===== src/rtl/or1200_vlx_stu.sv =====
`default_nettype none
// +--------------------------------------------------------------------------+
// | or1200_vlx_stu : MSB-first VLC bit packer with optional 0xFF stuffing and |
// |                  a sequential byte-store address generator                |
// | Revision: 1.0                                                             |
// +--------------------------------------------------------------------------+
module or1200_vlx_stu #(
  parameter int FIFO_DEPTH = 8,
  parameter bit STUFF_EN   = 1'b1,
  parameter int ADDR_W     = 32
) (
  input  logic              clk_i,
  input  logic              rst_i,
  input  logic              set_init_addr_i,
  input  logic [31:0]       dat_i,
  input  logic [5:0]        len_i,
  input  logic              push_i,
  input  logic              flush_i,
  input  logic              ack_i,
  output logic              ready_o,
  output logic [ADDR_W-1:0] vlx_addr_o,
  output logic [7:0]        dat_o,
  output logic              store_byte_o,
  output logic              last_byte_o,
  output logic              busy_o,
  output logic              done_o
);

  localparam int          PW       = $clog2(FIFO_DEPTH);
  localparam logic [PW:0] ROOM_MAX = (PW+1)'(FIFO_DEPTH - 2);

  typedef enum logic [1:0] {
    ST_IDLE  = 2'd0,
    ST_RUN   = 2'd1,
    ST_FLUSH = 2'd2,
    ST_DRAIN = 2'd3
  } state_t;

  state_t            state_q, state_d;
  logic [38:0]       acc_q, acc_d;
  logic [5:0]        cnt_q, cnt_d;
  logic [PW-1:0]     wr_ptr_q, wr_ptr_d, rd_ptr_q, rd_ptr_d;
  logic [PW:0]       count_q, count_d;
  logic [ADDR_W-1:0] addr_q, addr_d;
  logic              done_q, done_d;
  logic [7:0]        fifo_q [FIFO_DEPTH];

  logic [5:0]  len_eff;
  logic [31:0] dat_mask;
  logic [38:0] acc_app;
  logic [7:0]  top_byte, pad_byte, enq_byte;
  logic [3:0]  pad_n;
  logic        ready, set_addr, push_acc, flush_acc, pop, room;
  logic        take_top, take_pad, enq0, enq1;

  always_comb begin
    len_eff   = (len_i > 6'd32) ? 6'd32 : len_i;
    dat_mask  = 32'hFFFF_FFFF >> (6'd32 - len_eff);
    acc_app   = (acc_q << len_eff) | 39'(dat_i & dat_mask);
    top_byte  = 8'(acc_q >> (cnt_q - 6'd8));
    pad_n     = 4'(6'd8 - cnt_q);
    // Residual bits are left-justified in the byte and the tail filled with 1s.
    pad_byte  = (acc_q[7:0] << pad_n) | ~(8'hFF << pad_n);
    ready     = (cnt_q < 6'd8) && (state_q == ST_IDLE || state_q == ST_RUN);
    set_addr  = set_init_addr_i && (state_q == ST_IDLE);
    push_acc  = push_i && ready && !set_addr && (len_eff != 6'd0);
    flush_acc = flush_i && ready && !set_addr;
    pop       = ack_i && (count_q != '0);
    room      = (count_q <= ROOM_MAX);
  end

  always_comb begin
    state_d  = state_q;
    acc_d    = acc_q;
    cnt_d    = cnt_q;
    done_d   = 1'b0;
    take_top = 1'b0;
    take_pad = 1'b0;
    enq_byte = 8'h00;
    case (state_q)
      ST_IDLE: begin
        if (push_acc) begin
          acc_d   = acc_app;
          cnt_d   = cnt_q + len_eff;
          state_d = flush_acc ? ST_FLUSH : ST_RUN;
        end else if (flush_acc) begin
          done_d  = 1'b1;
        end
      end
      ST_RUN: begin
        if (push_acc) begin
          acc_d = acc_app;
          cnt_d = cnt_q + len_eff;
        end
        if (flush_acc) state_d = ST_FLUSH;
        take_top = (cnt_q >= 6'd8) && room;
      end
      ST_FLUSH: begin
        if (cnt_q >= 6'd8) begin
          take_top = room;
        end else if (cnt_q != 6'd0) begin
          take_pad = room;
        end else if (count_q == '0 || (count_q == (PW+1)'(1) && pop)) begin
          state_d = ST_IDLE;
          done_d  = 1'b1;
        end else begin
          state_d = ST_DRAIN;
        end
      end
      default: begin
        if (count_q == '0 || (count_q == (PW+1)'(1) && pop)) begin
          state_d = ST_IDLE;
          done_d  = 1'b1;
        end
      end
    endcase
    if (take_top) begin
      enq_byte = top_byte;
      cnt_d    = cnt_q - 6'd8;
    end else if (take_pad) begin
      enq_byte = pad_byte;
      cnt_d    = 6'd0;
    end
  end

  always_comb begin
    enq0     = take_top || take_pad;
    enq1     = STUFF_EN && enq0 && (enq_byte == 8'hFF);
    wr_ptr_d = wr_ptr_q + PW'(enq0) + PW'(enq1);
    rd_ptr_d = rd_ptr_q + PW'(pop);
    count_d  = count_q + (PW+1)'(enq0) + (PW+1)'(enq1) - (PW+1)'(pop);
    addr_d   = addr_q;
    if (set_addr)  addr_d = dat_i[ADDR_W-1:0];
    else if (pop)  addr_d = addr_q + 1'b1;
  end

  always_ff @(posedge clk_i or negedge rst_i) begin
    if (!rst_i) begin
      state_q  <= ST_IDLE;
      acc_q    <= '0;
      cnt_q    <= '0;
      wr_ptr_q <= '0;
      rd_ptr_q <= '0;
      count_q  <= '0;
      addr_q   <= '0;
      done_q   <= 1'b0;
    end else begin
      state_q  <= state_d;
      acc_q    <= acc_d;
      cnt_q    <= cnt_d;
      wr_ptr_q <= wr_ptr_d;
      rd_ptr_q <= rd_ptr_d;
      count_q  <= count_d;
      addr_q   <= addr_d;
      done_q   <= done_d;
    end
  end

  // Storage needs no reset: occupancy gates every observable read.
  always_ff @(posedge clk_i) begin
    if (enq0) fifo_q[wr_ptr_q] <= enq_byte;
    if (enq1) fifo_q[wr_ptr_q + PW'(1)] <= 8'h00;
  end

  assign ready_o      = rst_i && ready;
  assign store_byte_o = (count_q != '0);
  assign dat_o        = store_byte_o ? fifo_q[rd_ptr_q] : 8'h00;
  assign vlx_addr_o   = addr_q;
  assign last_byte_o  = (count_q == (PW+1)'(1)) &&
                        (state_q == ST_DRAIN || (state_q == ST_FLUSH && cnt_q == 6'd0));
  assign busy_o       = (state_q != ST_IDLE);
  assign done_o       = done_q;

endmodule
`default_nettype wire

===== config.mk =====
export PLATFORM = sky130hd
export DESIGN_NAME = or1200_vlx_stu
export DESIGN_NICKNAME = d
export VERILOG_FILES = /design/src/rtl/or1200_vlx_stu.sv
export SDC_FILE = /design/constraint.sdc
export NUM_CORES = 1
export LEC_CHECK = 0
export BUFFER_PORTS_ARGS = -buffer_cell sky130_fd_sc_hd__buf_2
export CORE_ASPECT_RATIO = 0.7
export CORE_MARGIN = 2
export CORE_UTILIZATION = 45
export DETAILED_ROUTE_END_ITERATION = 8
export PLACE_DENSITY = 0.68
export REMOVE_ABC_BUFFERS = 1
export SLEW_MARGIN = 20
export SYNTH_ARGS = -nofsm -noshare
export SYNTH_HDL_FRONTEND = slang
export SYNTH_SLANG_ARGS = --single-unit
export TNS_END_PERCENT = 30

===== constraint.sdc =====
create_clock -name clk_i -period 4.1 [get_ports clk_i]
set_clock_uncertainty 0.1 [all_clocks]
set_input_delay 0.205 -clock clk_i [delete_from_list [all_inputs] [get_ports clk_i]]
set_output_delay 0.205 -clock clk_i [all_outputs]
set_load 0.1 [all_outputs]

Word-level counts from Yosys, hierarchy flattened
Memory sizes are Yosys's and may differ from the RTL's.
Cells that the tools add are included.
Word-level totals
  bits in registers: 90
  latch bits: 0
  bits in writable memories: 64
  ROM bits: 0
  bits of input ports: 44
  output and inout port bits: 45
  word-level logic and storage cells: 110
  memories kept: 1
Cells by class
  add/sub/neg operators: 12
  $mul: 0
  div/mod/pow operators: 0
  $lt $le $gt $ge: 4
  eq/ne operators: 9
  shifts and indexed selects: 5
  multiplexer cells: 33
  bitwise logic cells: 4
  reduce and logical (&&, ||, !) cells: 34
Memories
  fifo_q: words 8, bits a word 8, rd ports 1, clocked after Yosys merged registers in 0, wr ports 2, line 46  | logic [7:0] fifo_q [FIFO_DEPTH];
Operator list (number)
  32-bit two-way mux: 2
  39-bit by 32-bit OR with 39-bit output: 1
  39-bit by 6-bit << shifter with 39-bit output: 1
  39-bit by 6-bit >> shifter with 8-bit output: 1
  32-bit by 1-bit adder with 32-bit output (second input constant): 1
  32-bit AND: 1
  32-bit by 6-bit >> shifter with 32-bit output (first input constant): 1
  6-bit two-way mux: 5
  8-bit two-way mux: 3
  1-bit logical AND: 14
  2-bit two-way mux: 7
  1-bit two-way mux: 13
  6-bit nonzero test: 2
  3-bit by 1-bit adder with 3-bit output: 3
  4-bit by 1-bit adder with 4-bit output: 2
  8-bit == test (second input constant): 1
  2-bit inequality test (second input constant): 4
  8-bit inverter: 1
  8-bit OR: 1
  4-bit nonzero test: 2
  8-bit by 4-bit << shifter with 8-bit output: 1
  8-bit by 4-bit << shifter with 8-bit output (first input constant): 1
  6-bit adder: 1
  6-bit by 4-bit greater-or-equal comparator with 1-bit output (second input constant): 1
  other kinds (24): 31

Longest topological paths before layout
  depth in word-level cells: 10
  mapped depth: 20
  gate-level depth less buffers: 14

Least setup slack after synthesis
OpenSTA, ideal clock, no wires.
  path kind: reg-to-output
  start: reg cnt_q[0]
  end: out last_byte_o
  arrival time: 4727 ps
  data required time: 3795 ps
  slack: -932 ps
  stages on the path, launching flop included: 9
  buffers on the path: 3
  cell sequence: dfrtp_1 buf_4 clkinv_1 buf_4 clkbuf_1 ha_1 and4_1 nor2_1 nor4b_1
Between the ends
  word-level cells in the longest chain between the ends: 4
RTL lines
  from (decl): line 41  | logic [5:0] cnt_q, cnt_d;
  from (signal assigned): line 150  | cnt_q <= cnt_d;
  6-bit zero test: line 170  | (state_q == ST_DRAIN || (state_q == ST_FLUSH && cnt_q == 6'd0));
  1-bit logical AND: line 170
  1-bit logical OR: line 170
  1-bit logical AND: line 169  | assign last_byte_o = (count_q == (PW+1)'(1)) &&
  to (decl): line 24  | output logic last_byte_o,
No other way between the ends.

Worst setup path in the final report
  start: reg cnt_q[1]
  end: reg count_q[2]
Between the ends
  word-level cells in the longest chain between the ends: 10
  elaborated cells between the ends (all ways): 23
  those cells by class: add/sub (5); order compare (1); eq/ne (1); shift (3); mux (7); bitwise (2); reduce/logical (4)
RTL lines
  branches (longest 8 deep; another with 6-bit by 4-bit subtractor with 6-bit output)
  4-bit by 1-bit adder with 4-bit output (*): line 131  | count_d = count_q + (PW+1)'(enq0) + (PW+1)'(enq1) - (PW+1)'(pop);
  4-bit by 1-bit subtractor with 4-bit output (*): line 131
  net count_d[2]: line 43  | logic [PW:0] count_q, count_d;
  to (signal assigned): line 153  | count_q <= count_d;
  to (decl): line 43
Mark *: on every way through the listed nets, which the timed path passes.
A chain may end at the register's enable or synchronous reset.

==> summary.log <==
qor: pwr.max_ir_drop_vdd 476.0 uV
qor: routing.drcViolationCount 0
qor: worst_setup_path.library_cell_contributing_the_largest_single_delay_on_the_critical_path sky130_fd_sc_hd__dfrtp_4
qor: layout.post_layout_nonfiller_instances 1825
qor: synth.register_bit_total_from_synthesis 154
qor: synth.synth_area_in_xor_xnor 3.183%
qor: clock_tree.ctsLongestPathBuffers 2
qor: synth.sequential_cell_area_fraction_in_the_yosys_report 27.91%
qor: routing.dr_total_vias 11940
qor: layout.nets 1516
qor: placement.gpl.final_weighted_congestion 0.9832
qor: placement.port_buffers 88
qor: global_routing.aggregate_global_routing_overflow 0
qor: synth.combinational_family_with_the_most_area_after_synthesis multiplexers
qor: worst_setup_path.worstSetupPathType flop to flop
qor: global_routing.antenna_found_initial 0
qor: routing.drt_pass_1_iters 6
qor: synth.complex_gate_fraction_of_the_synthesized_area 18.38%
qor: clock_tree.ctsRootBufferMaster sky130_fd_sc_hd__clkbuf_16
qor: die.dieHeight 144.3 um
qor: synth.number_of_flops_mapped_to_enable_cells_by_yosys 0
qor: synth.syn-instance-count 1334
qor: flow_run.maxCapViolations 0
qor: worst_setup_path.timing.critical_path.mode_cell sky130_fd_sc_hd__fa_1
qor: synth.synth_area_leader sky130_fd_sc_hd__dfrtp_1
qor: global_routing.grt_pass1_wl 68730 um
qor: synth.async_flop_share 58.44%
qor: synth.synth.distinct_cells 91
qor: clock_tree.clkSinkCount 154
qor: timing.timing.slew.headroom 36.73%
qor: synth.yosysWarnings 0
qor: outcome.status finished clean
qor: worst_setup_path.cells_along_the_critical_path buf_4 > mux4_2 > and2_1 > a311oi_1 > a211oi_1 > o31a_1 > and4_4 > and3_1 > fa_1 > fa_1 > xor2_1
qor: worst_setup_path.timing.critical_path.to_type flop
qor: synth.yosys.area_share.simple 15.61%
qor: clock_tree.worst_setup_hold_path_clk_slew 0.07 ns
qor: placement.dp_worst_setup_slack 0.1636 ns
qor: die.initial_core_util 45.60%
qor: worst_setup_path.critPathMaxStageDelay 0.58 ns
qor: die.die_area 29510 sq um
qor: timing.hold_slack 0.02815 ns
qor: routing.drt.antenna.violating_nets 0
qor: synth.synth_top_cell_area_share 17.79%
qor: routing.drt_first_iter_violations 1712
qor: timing.setup_viol 0
qor: routing.routed_via_density 6.542
qor: clock_tree.cts_max_level 4
qor: global_routing.grt.total_usage 30.97%
qor: timing.layout_min_cycle_time 3.912 ns
qor: synth.synthFlopType sky130_fd_sc_hd__dfrtp_1
qor: placement.placement.cell_area 13590 sq um
qor: placement.numPlacedInstances 1760
qor: die.io_pins 89
qor: timing.finalMaxSlewViolations 0
qor: synth.syn_area_per_cell 9.489 sq um
qor: worst_setup_path.arrival 4.14 ns
qor: pwr.power.density_cell_area 846.8 nW/um^2
qor: clock_tree.cts_made_buffers 17
qor: timing.timing.final.hold_violations 0
qor: hold_path.holdCritPathClass primary input to flop
qor: synth.synth_area_leaders sky130_fd_sc_hd__dfrtp_1 (18%), sky130_fd_sc_hd__mux4_2 (12%), sky130_fd_sc_hd__mux2i_1 (10%), sky130_fd_sc_hd__dfxtp_1 (10%), sky130_fd_sc_hd__nand2_1 (4.9%)
qor: synth.yosys.area_share.adder 3.301%
qor: pwr.static-leakage-power 5.990 nW
qor: layout.antenna_cells 0
qor: layout.design_area 14530 sq um
qor: synth.synth_area 12660 sq um
qor: die.core 27760 sq um
qor: synth.synth.area.mux_share 25.34%
qor: timing.worst-slew-pin-transition 0.9490 ns
qor: die.die_w 204.5 um
qor: routing.routed_wl 44990 um
qor: pwr.total_power 0.01230 W
qor: worst_setup_path.crit_path_max_fanout 18
qor: global_routing.grt_max_degree 65
qor: timing.final_min_period_over_clock_period 95.43%
qor: global_routing.vias_in_the_first_global_route 10863
qor: clock_tree.clock_latency 0.46 ns
qor: timing.fin_ws 0.1875 ns
qor: worst_setup_path.crit_buf_inv 1
qor: timing.timing.fmax 255.6 MHz
qor: worst_setup_path.worst-endpoint-required 4.33 ns
qor: worst_setup_path.timing.critical_path.max_delay_family adder cells
qor: die.row_count 51
qor: clock_tree.number_of_buffers_inserted_by_post_cts_setup_repair 0
qor: routing.detail_route.wl_per_cell 24.65 um
qor: placement.dp.final_hpwl 32970 um
qor: timing.unrepaired_setup_endpoints_after_global_routing no
qor: layout.layout-drive-gt1-share 23.18%
qor: layout.area_delta_synth_final 14.77%
qor: clock_tree.cts_tree built
qor: worst_setup_path.startpoint_type flop
[worst register-to-register path: stages, from the launching register on]
cell                       delay, ns
sky130_fd_sc_hd__dfrtp_4        0.58
sky130_fd_sc_hd__buf_4          0.35
sky130_fd_sc_hd__mux4_2         0.56
sky130_fd_sc_hd__and2_1         0.17
sky130_fd_sc_hd__a311oi_1       0.24
sky130_fd_sc_hd__a211oi_1       0.15
sky130_fd_sc_hd__o31a_1         0.32
sky130_fd_sc_hd__and4_4         0.19
sky130_fd_sc_hd__and3_1         0.16
sky130_fd_sc_hd__fa_1           0.41
sky130_fd_sc_hd__fa_1           0.40
sky130_fd_sc_hd__xor2_1         0.16
[cells in the mapped netlist, drive strengths merged, types with 10 or more instances]
cell	number
nand2	165
mux2i	133
dfrtp	90
a31oi	81
mux4	70
o21ai	70
dfxtp	64
nor2	60
buf	59
clkbuf	57
a21oi	35
inv	35
xor2	28
ha	27
mux2	26
nand3	25
nor3	23
xnor2	18
o211ai	16
a32oi	15
and3	15
nand2b	15
a211oi	14
nand4	14
nor2b	12
o21a	12
a221oi	11
nor3b	10
nor4	10
[sequential cells by signal, summed over array words and instances, names as in the netlist]
| signal | count |
|---|---|
| rd_ptr_q | 3 |
| state_q | 2 |
| done_o | 1 |
| vlx_addr_o | 32 |
| wr_ptr_q | 3 |
| count_q | 4 |
| fifo_q | 64 |
| acc_q | 39 |
| cnt_q | 6 |
[per-stage QoR]
step                      util [%]  TNS [ns]
after detailed placement     48.96         0
after CTS                    52.30         0
after floorplan                  -   -151.22
after global routing         52.34         0
final                        52.34         0
after global placement       48.96         0
[layout make-up]
class                      instances  area, sq um
fill                            2556        13230
multi-input combinational       1026         8361
sequential                       154         3538
timing repair buffer             204         1421
tap                              371        464.2
clock buffer                      19        454.2
inverter                          38        145.1
clock inverter                    13        143.9
[routing by layer]
layer  wire, um  global-route usage, %  vias to the layer above
li1           -                      -                     5252
met1      21390                  49.23                     5887
met2      17030                  38.47                      753
met3       5986                  11.33                       48
met4        584                  6.369                        0
met5          0                      0                        -
[worst paths after layout]
check / startpoint / endpoint / slack, ns / cells after the start
setup reg to reg: cnt_q[1] / count_q[2] / 0.19 / 11
setup / recovery: cnt_q[1] / count_q[2] / 0.19 / 11
max in group asynchronous: rst_i / cnt_q[1] / 2.42 / 3
hold / removal: flush_i / done_o / 0.03 / 3
min in group asynchronous: rst_i / vlx_addr_o[5] / 0.19 / 2
hold reg to reg: fifo_q[0][4] / fifo_q[0][4] / 0.42 / 2
[kinds of logic (layout without fill, tap and decap cells)]
| group | Yosys count | in the layout |
|---|---|---|
| AOI/OAI and AO/OA | 327 | 327 |
| muxes | 229 | 229 |
| adders and majority gates | 31 | 31 |
| buffers and inverters | 154 | 274 |
| xor gates and xnor gates | 46 | 46 |
| DFF | 154 | 154 |
| and+or+nand+nor | 393 | 393 |
[timing repair]
item	4_1_cts	5_1_grt
resized for setup	0	3
hold buffers	33	0
endpoints found under the setup margin	0	5
endpoints found under the hold margin	74	0
[power by group]
| part | switching, W | internal (W) | total (W) |
|---|---|---|---|
| combinational | 0.00486 | 0.00267 | 0.00752 |
| clock | 0.000803 | 0.000903 | 0.00171 |
| sequential | 0.000963 | 0.00211 | 0.00307 |
[layout by cell type, fill, tap and decap left out, types with 16 or more instances in the layout]
cell type                         n
sky130_fd_sc_hd__dlygate4sd3_1   33
sky130_fd_sc_hd__clkbuf_16       18
sky130_fd_sc_hd__xnor2_1         18
sky130_fd_sc_hd__nand2_1        165
sky130_fd_sc_hd__ha_1            26
sky130_fd_sc_hd__buf_2           87
sky130_fd_sc_hd__dfrtp_1         88
sky130_fd_sc_hd__nor2_1          60
sky130_fd_sc_hd__o21ai_0         66
sky130_fd_sc_hd__nand3_1         24
sky130_fd_sc_hd__mux2i_1        132
sky130_fd_sc_hd__xor2_1          28
sky130_fd_sc_hd__a31oi_1         81
sky130_fd_sc_hd__dfxtp_1         64
sky130_fd_sc_hd__a21oi_1         35
sky130_fd_sc_hd__nor3_1          20
sky130_fd_sc_hd__inv_1           32
sky130_fd_sc_hd__mux2_2          21
sky130_fd_sc_hd__o211ai_1        16
sky130_fd_sc_hd__buf_4           82
sky130_fd_sc_hd__mux4_2          70
(Power assumes the default switching activity.)
